===== src/rtl/key_pkg.sv =====
// rtl/key_pkg.sv - shared FSM state type, counter width and helpers for key_reader
package key_pkg;

  typedef enum logic [1:0] {
    IDLE   = 2'd0,
    DEB_DN = 2'd1,
    HELD   = 2'd2,
    DEB_UP = 2'd3
  } key_state_t;

  localparam int CNT_W = 8;

  function automatic int max3(input int a, input int b, input int c);
    int m;
    m = (a > b) ? a : b;
    return (m > c) ? m : c;
  endfunction

endpackage


===== src/rtl/key_sync.sv =====
// rtl/key_sync.sv - two-flop synchronizer for the raw pushbutton input
module key_sync (
  input  logic clk,
  input  logic rst,
  input  logic d,
  output logic q
);

  logic meta;

  always_ff @(posedge clk or posedge rst) begin
    if (rst) begin
      meta <= 1'b0;
      q    <= 1'b0;
    end else begin
      meta <= d;
      q    <= meta;
    end
  end

endmodule


===== src/rtl/key_reader.sv =====
// rtl/key_reader.sv - debounced pushbutton with press/release/long-press pulses and press counter
// Optional auto-repeat after a long press is enabled by defining KEY_AUTOREPEAT_EN.
module key_reader
  import key_pkg::*;
#(
  parameter int DEB_CYCLES    = 1000000,
  parameter int LONG_CYCLES   = 50000000,
  parameter int REPEAT_CYCLES = 10000000
) (
  input  logic             iCLK,
  input  logic             iRST,
  input  logic             iKEY,
  output logic             oKEY,
  output logic             oPRESS,
  output logic             oRELEASE,
  output logic             oLONG,
  output logic [CNT_W-1:0] oCNT
);

  localparam int CW = $clog2(max3(DEB_CYCLES, LONG_CYCLES, REPEAT_CYCLES)) + 1;
  // The IDLE/HELD cycle that first sees the new level counts as stable cycle one.
  localparam logic [CW-1:0] DEB_LAST = CW'((DEB_CYCLES > 2) ? (DEB_CYCLES - 2) : 0);
  localparam logic [CW-1:0] LONG_MAX = CW'(LONG_CYCLES);
  localparam logic [CW-1:0] LONG_PRE = CW'((LONG_CYCLES > 0) ? (LONG_CYCLES - 1) : 0);

  logic          ks;
  key_state_t    state, state_nxt;
  logic [CW-1:0] deb_cnt;
  logic [CW-1:0] hold_cnt;
  logic          deb_done;
  logic          press_d, release_d, long_d;
  logic          rep_fire;

  key_sync u_sync (
    .clk (iCLK),
    .rst (iRST),
    .d   (iKEY),
    .q   (ks)
  );

  assign deb_done = (deb_cnt >= DEB_LAST);

  always_ff @(posedge iCLK or posedge iRST) begin
    if (iRST) state <= IDLE;
    else      state <= state_nxt;
  end

  always_comb begin
    state_nxt = state;
    case (state)
      IDLE:    if (ks) state_nxt = DEB_DN;
      DEB_DN:  if (!ks) state_nxt = IDLE;
               else if (deb_done) state_nxt = HELD;
      HELD:    if (!ks) state_nxt = DEB_UP;
      DEB_UP:  if (ks) state_nxt = HELD;
               else if (deb_done) state_nxt = IDLE;
      default: state_nxt = IDLE;
    endcase
  end

  always_comb begin
    oKEY      = (state == HELD) || (state == DEB_UP);
    release_d = (state == DEB_UP) && !ks && deb_done;
    long_d    = (state == HELD) && (hold_cnt == LONG_PRE) && (hold_cnt != LONG_MAX);
    press_d   = ((state == DEB_DN) && ks && deb_done) || rep_fire;
  end

  always_ff @(posedge iCLK or posedge iRST) begin
    if (iRST) begin
      deb_cnt  <= '0;
      hold_cnt <= '0;
    end else begin
      if ((state == DEB_DN) || (state == DEB_UP)) deb_cnt <= deb_cnt + CW'(1);
      else                                        deb_cnt <= '0;

      // Hold time survives release bounces; only a fresh press restarts it.
      if ((state == DEB_DN) && (state_nxt == HELD))
        hold_cnt <= '0;
      else if ((state == HELD) && (hold_cnt != LONG_MAX))
        hold_cnt <= hold_cnt + CW'(1);
    end
  end

`ifdef KEY_AUTOREPEAT_EN
  localparam logic [CW-1:0] REP_LAST = CW'((REPEAT_CYCLES > 0) ? (REPEAT_CYCLES - 1) : 0);
  logic [CW-1:0] rep_cnt;
  logic          rep_run;

  assign rep_run  = (state == HELD) && (hold_cnt == LONG_MAX);
  assign rep_fire = rep_run && (rep_cnt == REP_LAST);

  always_ff @(posedge iCLK or posedge iRST) begin
    if (iRST)         rep_cnt <= '0;
    else if (long_d)  rep_cnt <= '0;
    else if (rep_run) rep_cnt <= rep_fire ? '0 : rep_cnt + CW'(1);
  end
`else
  assign rep_fire = 1'b0;
`endif

  always_ff @(posedge iCLK or posedge iRST) begin
    if (iRST) begin
      oPRESS   <= 1'b0;
      oRELEASE <= 1'b0;
      oLONG    <= 1'b0;
      oCNT     <= '0;
    end else begin
      oPRESS   <= press_d;
      oRELEASE <= release_d;
      oLONG    <= long_d;
      if (press_d) oCNT <= oCNT + CNT_W'(1);
    end
  end

endmodule


===== config.mk =====
export PLATFORM = sky130hd
export DESIGN_NAME = key_reader
export DESIGN_NICKNAME = d
export VERILOG_FILES = /design/src/rtl/key_pkg.sv /design/src/rtl/key_sync.sv /design/src/rtl/key_reader.sv
export SDC_FILE = /design/constraint.sdc
export NUM_CORES = 1
export LEC_CHECK = 0
export ABC_AREA = 1
export CAP_MARGIN = 10
export CORE_ASPECT_RATIO = 0.8
export CORE_MARGIN = 4
export CORE_UTILIZATION = 50
export DETAILED_ROUTE_END_ITERATION = 10
export GPL_ROUTABILITY_DRIVEN = 0
export PLACE_DENSITY = 0.77
export RECOVER_POWER = 100
export SETUP_SLACK_MARGIN = 0.05
export SLEW_MARGIN = 20
export SYNTH_ARGS = -nofsm -noshare
export SYNTH_HDL_FRONTEND = slang
export SYNTH_SLANG_ARGS = --single-unit

===== constraint.sdc =====
create_clock -name iCLK -period 7.6 [get_ports iCLK]
set_input_delay 2.28 -clock iCLK [delete_from_list [all_inputs] [get_ports iCLK]]
set_output_delay 2.28 -clock iCLK [all_outputs]
set_load 0.02 [all_outputs]

# Word-level counts from Yosys, hierarchy flattened
# Cells that the tools add are included.
dict set report word_totals {
  reg_bits 69
  inputBits 3
  output_inout_bits 12
  word_cells 42
}
dict set report op_classes {
  n_lt_le_gt_ge 1
  n_eq_ne 6
  muxes 10
  addsub 3
  n_reduce_logical 13
}
# cell n
set op_table {}
lappend op_table {{$mux W27} 3}
lappend op_table {{$add A27 B1 Y27 const B} 2}
lappend op_table {{$eq A27 B26 Y1 const B} 1}
lappend op_table {{$ge A27 B20 Y1 const B} 1}
lappend op_table {{$ne A27 B26 Y1 const B} 1}
lappend op_table {{$mux W2} 6}
lappend op_table {{$add A8 B1 Y8 const B} 1}
lappend op_table {{$logic_and A1 B1 Y1} 8}
lappend op_table {{$pmux W2 S4} 1}
lappend op_table {{$eq A2 B2 Y1 const B} 3}
lappend op_table {{$eq A2 B1 Y1 const B} 1}
lappend op_table {{$logic_not A2 Y1} 1}
lappend op_table {{$logic_or A1 B1 Y1} 2}
lappend op_table {{$reduce_bool A2 Y1} 1}
lappend op_table {{$logic_not A1 Y1} 1}

# Depth between registers and ports, before layout
# Gate-level depths: netlist (run 1).
dict set report depth {
  ltp_word 7
  ltp_mapped 14
  ltp_nobuf 13
}

# Hierarchy
# Synthesis (run 1) repeated with hierarchy kept, for this count alone.
dict set report hier_totals {
  cells_unflattened 632
  area_unflattened_um2 4388.0
}
# mod area_per_inst_um2 seq_area_each_um2 n_inst cells_each
set modules_own_cells {}
lappend modules_own_cells {key_reader 4334.2 1676.6 1 629}
lappend modules_own_cells {key_sync 53.8 50.0 1 3}

# Worst setup path after synthesis (run 1)
# No wires, ideal clock.
dict set report synth_timing {
  path_type {reg-to-output}
  startpoint {register state[1]}
  endpoint {output port oKEY}
  path_buffers 1
  setup_slack_ns 4.706
  required_ns 5.320
  path_stages_with_launch 2
  arrival_time_ns 0.614
  cell_sequence {dfrtp_1 -> clkbuf_1}
}
dict set report synth_between {
  elab_chain_cells 2
  elab_cells_between_ends 3
  classes_between {eq/ne: 2; reduce/logical: 1}
}
# element line
set synth_rtl {}
lappend synth_rtl {{start, declared} key_reader.sv:27} ;# key_state_t state, state_nxt;
lappend synth_rtl {{start signal, assigned} key_reader.sv:45} ;# else state <= state_nxt;
lappend synth_rtl {{$eq A2 B2 Y1} key_reader.sv:62} ;# oKEY = (state == HELD) || (state == DEB_UP);
lappend synth_rtl {{$logic_or A1 B1 Y1 *} key_reader.sv:62}
lappend synth_rtl {{end, declared} key_reader.sv:13} ;# output logic oKEY,
# Mark *: on every way between the ends. The rest lies on a longest branch, timed or not.

# Worst setup path after layout (run 1)
dict set report layout_timing {
  startpoint {register state[0]}
  endpoint {register oCNT[7]}
}
dict set report layout_between {
  elab_chain_cells 3
}
# element line
set layout_rtl {}
lappend layout_rtl {{$eq A2 B1 Y1} key_reader.sv:65} ;# press_d = ((state == DEB_DN) && ks && deb_done) || rep_fire;
lappend layout_rtl {{$logic_and A1 B1 Y1 (2 in series)} key_reader.sv:65}
lappend layout_rtl {{end signal, assigned} key_reader.sv:111} ;# if (press_d) oCNT <= oCNT + CNT_W'(1);
lappend layout_rtl {{end, declared} key_reader.sv:17} ;# output logic [CNT_W-1:0] oCNT
# No other way between the ends.
# A chain may end at the register's enable or synchronous reset.

==> flow_summary.yaml, run 1 <==
status:
  status: "finished clean"
cts:
  post_cts_buffers: 0
  htreeDepth: 3
  cts_root_buf: "clkbuf_8"
  cts_buffers: 9
  cts_resized: 0
  postCtsHoldBufs: 0
  cts_tree: "done"
  clock_latency_ns: 0.36
  cts.sinks: 69
  clock_path_buffers: 2
  clkTransAtPathRegs_ns: 0.09
grt:
  grt_pass1_wl_um: 16900
  grt_max_degree: 70
  grt_pass1_vias: 3525
  grt_util_all_layers_pct: 20.0
  grt_overflow: 0
  antenna_found_initial: 0
synth:
  yosysTopAreaCell: "dfrtp_1"
  synth_common_cells: "191 x nand2_1, 111 x nor2_1, 69 x dfrtp_1, 69 x inv_1, 56 x nand3_1"
  async_flop_share_pct: 100
  syn-instance-count: 626
  ys_types: 34
  ys_seq_elements: 69
  synth_nets: 634
  yosysWarnings: 0
  synth_area_per_cell_um2: 6.96
  yosysSeqAreaShare_pct: 39.6
  synthDominantCellAreaShare_pct: 39.6
  synth-edff-count: 0
  synth.area.top_cells: "dfrtp_1 40%, nand2_1 16%, nor2_1 9.6%"
  yosysMostFrequentCell: "nand2_1"
  netlist_area_mm2: 0.00436
  synthFlopType: "dfrtp_1"
routing:
  viasPerCell: 5.20
  via_count: 3930
  routed_wl_um: 9850
  postRouteAntennaNets: 0
  drc: 0
  wl_per_cell_um: 13.0
  firstDrtPassIters: 5
  drtIter0Drc: 248
sta:
  fin_crit_sh_pct: 49.9
  grt_setup_unrepaired: "false"
  fin_crit_ns: 3.79
  setup_viol: 0
  maxSlewHeadroom_pct: 11.8
  fin_setup_tns_ns: 0
  finClkSkew_ns: 0.00862
  maxSlewViolCount: 0
  final-hold-violation-count: 0
  worst_pin_slew_ns: 1.32
  fmax_ghz: 0.264
layout:
  drive_gt1_share_pct: 6.68
  fin_util_pct: 55.5
  areaGrowthSynthToFinish_pct: 7.98
  diodes: 0
  layout.nets: 647
  fillers: 823
min_path:
  min_to: "u_sync.q"
  min_from: "u_sync.meta"
  worstHoldPathCells: 0
  hp-class: "reg -> reg"
worst_setup_path:
  r2r-start: "state[0]"
  ff2ff_setup_slack_ns: 3.81
  rr_worst_depth: 6
  critPathLaunchType: "register"
  worstSetupPathType: "reg -> reg"
  r2r_end: "oCNT[7]"
  crit_path_end_kind: "register"
  crit_fanout: 42
  cp_data_required_time_ns: 7.84
  crit_arrival_ns: 4.03
placed_design:
  hpwl_um: 7090
  place.port_buffers: 14
die:
  dieArea_mm2: 0.0103
  die_width_um: 112
  row_count: 30
  initial_utilization_pct: 51.4
  die_h_um: 91.5
  num_io_pins: 15
  core_mm2: 0.00848
pwr:
  peakVddDrop_v: 0.000134
  leakage_nw: 2.18
  cellPowerDensity_mw_per_mm2: 148
flow_run:
  drv_cap: 0
[placed cells by master (no fill, tap or decap), types with 3 or more instances in the layout]
master         Yosys  final
nand3_1           56     56
inv_6              0      3
ha_1               5      5
o21ai_0            9     12
nor3_1            14     15
xor2_1            15     15
xnor2_1           10     10
clkbuf_8           0      9
dfrtp_1           69     69
nor2_1           111    112
nor2_4             4      4
nand2_1          191    194
nor3b_1            3      3
nand3_2            3      3
nor2_2             4      3
inv_1             69     69
nand2_2            7      5
inv_2              6      5
dlygate4sd3_1      0     14
inv_8              0      3
nor3_2             4      3
nand4_1           10     10
a21oi_1            9     11
[registers in the layout (all words and copies together) (netlist names)]
signal / flops
u_sync.meta: 1
oLONG: 1
deb_cnt: 27
oRELEASE: 1
oPRESS: 1
state: 2
hold_cnt: 27
oCNT: 8
u_sync.q: 1
[per-layer routing]
| layer | global-route usage [%] | routed length (µm) |
|---|---|---|
| met5 | 0 | 0 |
| met1 | 30.5 | 4810 |
| met3 | 4.60 | 806 |
| met2 | 28.2 | 4160 |
| met4 | 5.41 | 77 |
[cell families (layout without fill, tap and decap cells)]
logic type	Yosys count	after routing	synth area share [%]
simple gates	411	411	41.3
xor+xnor	25	25	5.03
buf+inv	90	108	9.25
flops	69	69	39.6
compound gates	26	26	3.36
fa+ha+maj	5	5	1.44
[through the flow]
step           total power [W]  cells  instance area (µm²)  hold slack (ns)  setup slack, ns
2_1_floorplan         0.000389    626                 4360            0.331             3.58
3_3_place_gp          0.000394    740                 4530            0.335             4.11
3_5_place_dp          0.000395    740                 4530            0.346             4.09
4_1_cts               0.000704    756                 4730            0.369             3.86
5_1_grt               0.000722    756                 4700            0.377             3.47
6_report              0.000695    756                 4700            0.362             3.81
[area by class of cell]
| type | instances | area [µm²] | area share, % |
|---|---|---|---|
| well taps | 112 | 140 | 2.98 |
| inverters | 77 | 290 | 6.17 |
| clock inverters | 7 | 76.3 | 1.62 |
| clock buffers | 9 | 124 | 2.63 |
| flip-flops and latches | 69 | 1730 | 36.7 |
| multi-input cells | 467 | 2200 | 46.8 |
| repair buffers | 15 | 148 | 3.14 |
[power breakdown]
part	internal [W]	leakage, nW	switching (W)
clock network	0.000132	0.103	0.000177
logic	0.00000323	1.12	0.0000119
registers	0.000369	0.955	0.00000245
[worst max-delay path, stage by stage, from the launching register on]
cell and delay (ns):
dfrtp_1 0.51, inv_1 0.59, nor3_1 0.11, nand2_1 0.99, clkinvlp_2 1.11, nand2_1 0.28
nand2_1 0.08
[worst max path at each step]
stage	from	to	slack, ns	cells after the start
6_report	state[0]	oCNT[7]	3.81	6
5_1_grt	deb_cnt[0]	oCNT[7]	3.47	12
4_1_cts	oCNT[5]	oCNT[5]	3.86	1
3_5_place_dp	iRST	oPRESS	4.09	3
3_3_place_gp	iRST	oPRESS	4.11	3
2_1_floorplan	iRST	deb_cnt[0]	3.58	1
(Power assumes the default switching activity.)
==> run 2: changes to the inputs <==
clock period = 3.83 ns   (was 7.6 ns; I/O delays follow)
==> run 2 against run 1 <==
Compared with the run above: global-route usage hardly changed; utilization hardly changed; die area stayed put; worst hold slack worse by 0.0096 ns; flip-flop and latch count stayed put; clock power is 85% higher; largest cell class unchanged.
==> flow_summary.yaml, run 2 (synthesis results as in run 1) <==
status:
  status: "finished clean"
worst_setup_path:
  crit_fanout: 42
  crit_path_end_kind: "register"
  r2r-start: "deb_cnt[0]"
  critPathLaunchType: "register"
  cp_data_required_time_ns: 4.11
  worstSetupPathType: "reg -> reg"
  critPathLaunch: "deb_cnt[0]"
  crit_arrival_ns: 3.15
  ff2ff_setup_slack_ns: 0.97
sta:
  finClkSkew_ns: 0.00686
  fmax_ghz: 0.349
  fin_crit_sh_pct: 74.7
  final-hold-violation-count: 0
  grt_setup_unrepaired: "false"
  setup_viol: 0
  maxSlewHeadroom_pct: 6.90
  worst_pin_slew_ns: 1.39
  fin_crit_ns: 2.86
  maxSlewViolCount: 0
  fin_setup_tns_ns: 0
placed_design:
  place.port_buffers: 14
  place_area_mm2: 0.00455
  hpwl_um: 7270
  placed_cells: 740
cts:
  postCtsHoldBufs: 0
  cts_tree: "done"
  post_cts_buffers: 0
  cts_root_buf: "clkbuf_8"
  cts_buffers: 9
  clock_path_buffers: 2
  clkTransAtPathRegs_ns: 0.08
  clock_latency_ns: 0.34
  cts_resized: 0
  cts.sinks: 69
  htreeDepth: 3
grt:
  grt_pass1_vias: 3672
  grt_overflow: 0
  grt_pass1_wl_um: 16700
  grt_util_all_layers_pct: 20.0
  grt_max_degree: 48
  antenna_found_initial: 0
routing:
  viasPerCell: 5.24
  drtIter0Drc: 338
  drc: 0
  firstDrtPassIters: 5
  via_count: 3959
  routed_wl_um: 9950
  wl_per_cell_um: 13.2
  postRouteAntennaNets: 0
layout:
  reg_top3: "deb_cnt x27, hold_cnt x27, oCNT x8"
  fillers: 807
  final_cells: 756
  drive_gt1_share_pct: 6.68
  layout.nets: 647
  final_cell_area_mm2: 0.00471
  multiInputGateArea_mm2: 0.00220
  regArea_mm2: 0.00173
  areaGrowthSynthToFinish_pct: 8.07
  layout_commonest_cell: "nand2_1"
  diodes: 0
  fin_util_pct: 55.5
  layout_common_cells: "194 x nand2_1, 112 x nor2_1, 70 x inv_1, 69 x dfrtp_1, 56 x nand3_1"
die:
  core_mm2: 0.00848
  die_h_um: 91.5
  die_width_um: 112
  initial_utilization_pct: 51.4
  row_count: 30
  num_io_pins: 15
  dieArea_mm2: 0.0103
pwr:
  cellPowerDensity_mw_per_mm2: 284
  peakVddDrop_v: 0.000211
  leakage_nw: 2.18
min_path:
  hp-class: "reg -> reg"
  min_from: "u_sync.meta"
flow_run:
  drv_cap: 0
[run 2: per-stage QoR]
| step | setup slack, ns | power, W | hold slack [ns] |
|---|---|---|---|
| final | 0.968 | 0.00134 | 0.352 |
| after floorplan | 0.941 | 0.000772 | 0.331 |
| after global placement | 1.65 | 0.000784 | 0.334 |
| after CTS | 1.24 | 0.00135 | 0.356 |
| after global routing | 0.720 | 0.00139 | 0.367 |
| after detailed placement | 1.62 | 0.000785 | 0.336 |
[run 2: metal layers]
metal	track usage, %	wire length [µm]
met3	5.13	745
met2	29.1	4190
met5	0	0
met1	29.0	4910
met4	6.51	104
[run 2: cell type report]
cell class / instances / share of cell area (%)
repair buffers: 15 / 3.40
inverters: 77 / 6.19
clock inverters: 6 / 1.12
multi-input cells: 467 / 46.7
clock buffers: 10 / 2.92
flip-flops and latches: 69 / 36.7
well taps: 112 / 2.98
[run 2: final timing paths]
path / endpoint / cells after the start
min: u_sync.q / 0
max: oCNT[3] / 12
min in group asynchronous: oCNT[5] / 2
min reg2reg: u_sync.q / 0
max in group asynchronous: hold_cnt[0] / 3
max reg2reg: oCNT[3] / 12
[run 2: critical path: stages (launching register included)]
cell,delay [ns]
dfrtp_1,0.43
inv_1,0.14
ha_1,0.16
nand2_1,0.05
nor2_1,0.13
nand2_1,0.07
nor2_1,0.11
nor2_1,0.05
nand2_1,0.12
nand2_1,0.82
inv_4,0.54
nand2_1,0.10
nand2_1,0.07
[run 2: power breakdown]
group	switching, W	internal, W	leakage, nW
Combinational	0.0000234	0.00000772	1.14
Sequential	0.00000494	0.000732	0.955
Clock	0.000307	0.000264	0.0918
Total	0.000335	0.00100	2.18
==> run 3: changes to the inputs <==
clock period = 2.65 ns   (was 3.83 ns; I/O delays follow)
==> run 3 against run 2 <==
Compared with the run above: final cell count unchanged; die area unchanged; flip-flop and latch count unchanged; first-iteration DRC count down 10%; critical endpoint is now oCNT[0]; highest routed layer unchanged.
==> flow_summary.yaml, run 3 (synthesis results as in run 1) <==
status:
  status: "finished clean"
sta:
  worst_pin_slew_ns: 0.971
  fmax_ghz: 0.437
  finClkSkew_ns: 0.00944
  fin_crit_ns: 2.29
  maxSlewHeadroom_pct: 35.3
  setup_viol: 0
  grt_setup_unrepaired: "false"
  final-hold-violation-count: 0
  fin_crit_sh_pct: 86.4
  fin_setup_tns_ns: 0
  fin_ws_ns: 0.360
  maxSlewViolCount: 0
cts:
  cts_tree: "done"
  clock_path_buffers: 2
  clock_latency_ns: 0.35
  cts_root_buf: "clkbuf_8"
  clkTransAtPathRegs_ns: 0.08
  cts_buffers: 9
  htreeDepth: 3
  cts_resized: 0
  postCtsHoldBufs: 0
  cts.sinks: 69
  post_cts_buffers: 0
routing:
  routed_wl_um: 10200
  viasPerCell: 5.22
  firstDrtPassIters: 5
  drtIter0Drc: 303
  wl_per_cell_um: 13.5
  via_count: 3950
  drc: 0
  postRouteAntennaNets: 0
die:
  die_width_um: 112
  die_h_um: 91.5
  num_io_pins: 15
  initial_utilization_pct: 51.4
  row_count: 30
  core_mm2: 0.00848
  dieArea_mm2: 0.0103
grt:
  grt_overflow: 0
  antenna_found_initial: 0
  grt_util_all_layers_pct: 21.1
  grt_pass1_vias: 3740
  grt_pass1_wl_um: 17500
  grt_max_degree: 54
placed_design:
  place_area_mm2: 0.00455
  dp_slack_ns: 0.742
  hpwl_um: 7450
  place.port_buffers: 14
layout:
  reg_top3: "deb_cnt x27, hold_cnt x27, oCNT x8"
  layout_commonest_cell: "nand2_1"
  diodes: 0
  final_cell_area_mm2: 0.00473
  layout.nets: 648
  areaGrowthSynthToFinish_pct: 8.56
  drive_gt1_share_pct: 6.83
  layout_common_cells: "193 x nand2_1, 113 x nor2_1, 69 x inv_1, 69 x dfrtp_1, 56 x nand3_1"
min_path:
  hp-class: "reg -> reg"
worst_setup_path:
  cp_data_required_time_ns: 1.86
  worstSetupPathType: "reg -> out"
  crit_path_end_kind: "primary output"
  crit_chain: "dlygate4sd3_1"
  cpMaxStageDelayCell: "dlygate4sd3_1"
  worst-path-buf-inv: 1
  crit_arrival_ns: 1.49
  critPathLaunchType: "register"
  cpLargestDelayFamily: "buffers and inverters"
  cp_slowest_stage_delay_ns: 0.71
  crit_fanout: 5
pwr:
  peakVddDrop_v: 0.000328
  p_int_w: 0.00153
  p_total_w: 0.00198
  clkPwrFrac_pct: 43.9
  cellPowerDensity_mw_per_mm2: 419
  sequentialPowerShare_pct: 53.8
  swShare_pct: 22.9
  p_switching_w: 0.000454
  pwr-share-comb_pct: 2.3
  leakage_nw: 2.21
flow_run:
  drv_cap: 0
-- run 3: changes by cell type in the layout (fill, tap and decap cells not counted), sizes merged --
cell      change
inv           -3
bufinv        +1
clkinvlp      -1
clkinv        +2
clkbuf        +1
-- run 3: power by group through the flow --
stage	sequential (W)	combinational, W	clock [W]
global route	0.00107	0.0000538	0.000948
finish	0.00107	0.0000456	0.000871
CTS	0.00107	0.0000495	0.000898
global placement	0.00109	0.0000482	0
floorplan	0.00108	0.0000332	0
detailed placement	0.00109	0.0000491	0
-- run 3: area by class of cell --
cell class | count | area, µm²
clock inverter | 5 | 60.1
tap | 112 | 140
inverter | 77 | 292
clock buffer | 10 | 138
multi-input combinational | 467 | 2210
sequential | 69 | 1730
fill | 813 | 3750
timing repair buffer | 16 | 164
-- run 3: routing by layer --
metal | vias up | GRT usage [%] | share of wire, %
li1 | 1970 | - | -
met1 | 1806 | 31.0 | 48
met2 | 155 | 28.8 | 41
met3 | 19 | 6.06 | 8.7
met4 | 0 | 8.71 | 1.9
met5 | - | 0 | 0
-- run 3: path summary, 6_finish.rpt --
check	start	end	slack, ns	depth (start not counted)
max in group asynchronous	iRST	deb_cnt[22]	0.94	3
hold / removal	u_sync.meta	u_sync.q	0.37	0
hold reg to reg	u_sync.meta	u_sync.q	0.37	0
setup / recovery	oCNT[0]	oCNT[0]	0.36	1
min in group asynchronous	iRST	deb_cnt[5]	0.99	2
setup reg to reg	deb_cnt[18]	oCNT[1]	0.68	10
-- run 3: through the flow --
step / cells / hold WS (ns) / util [%]
finish: 756 / 0.369 / 55.8
global route: 756 / 0.380 / 55.8
global placement: 741 / 0.337 / 53.7
CTS: 756 / 0.372 / 56.0
floorplan: 626 / 0.331 / -
detailed placement: 741 / 0.354 / 53.7
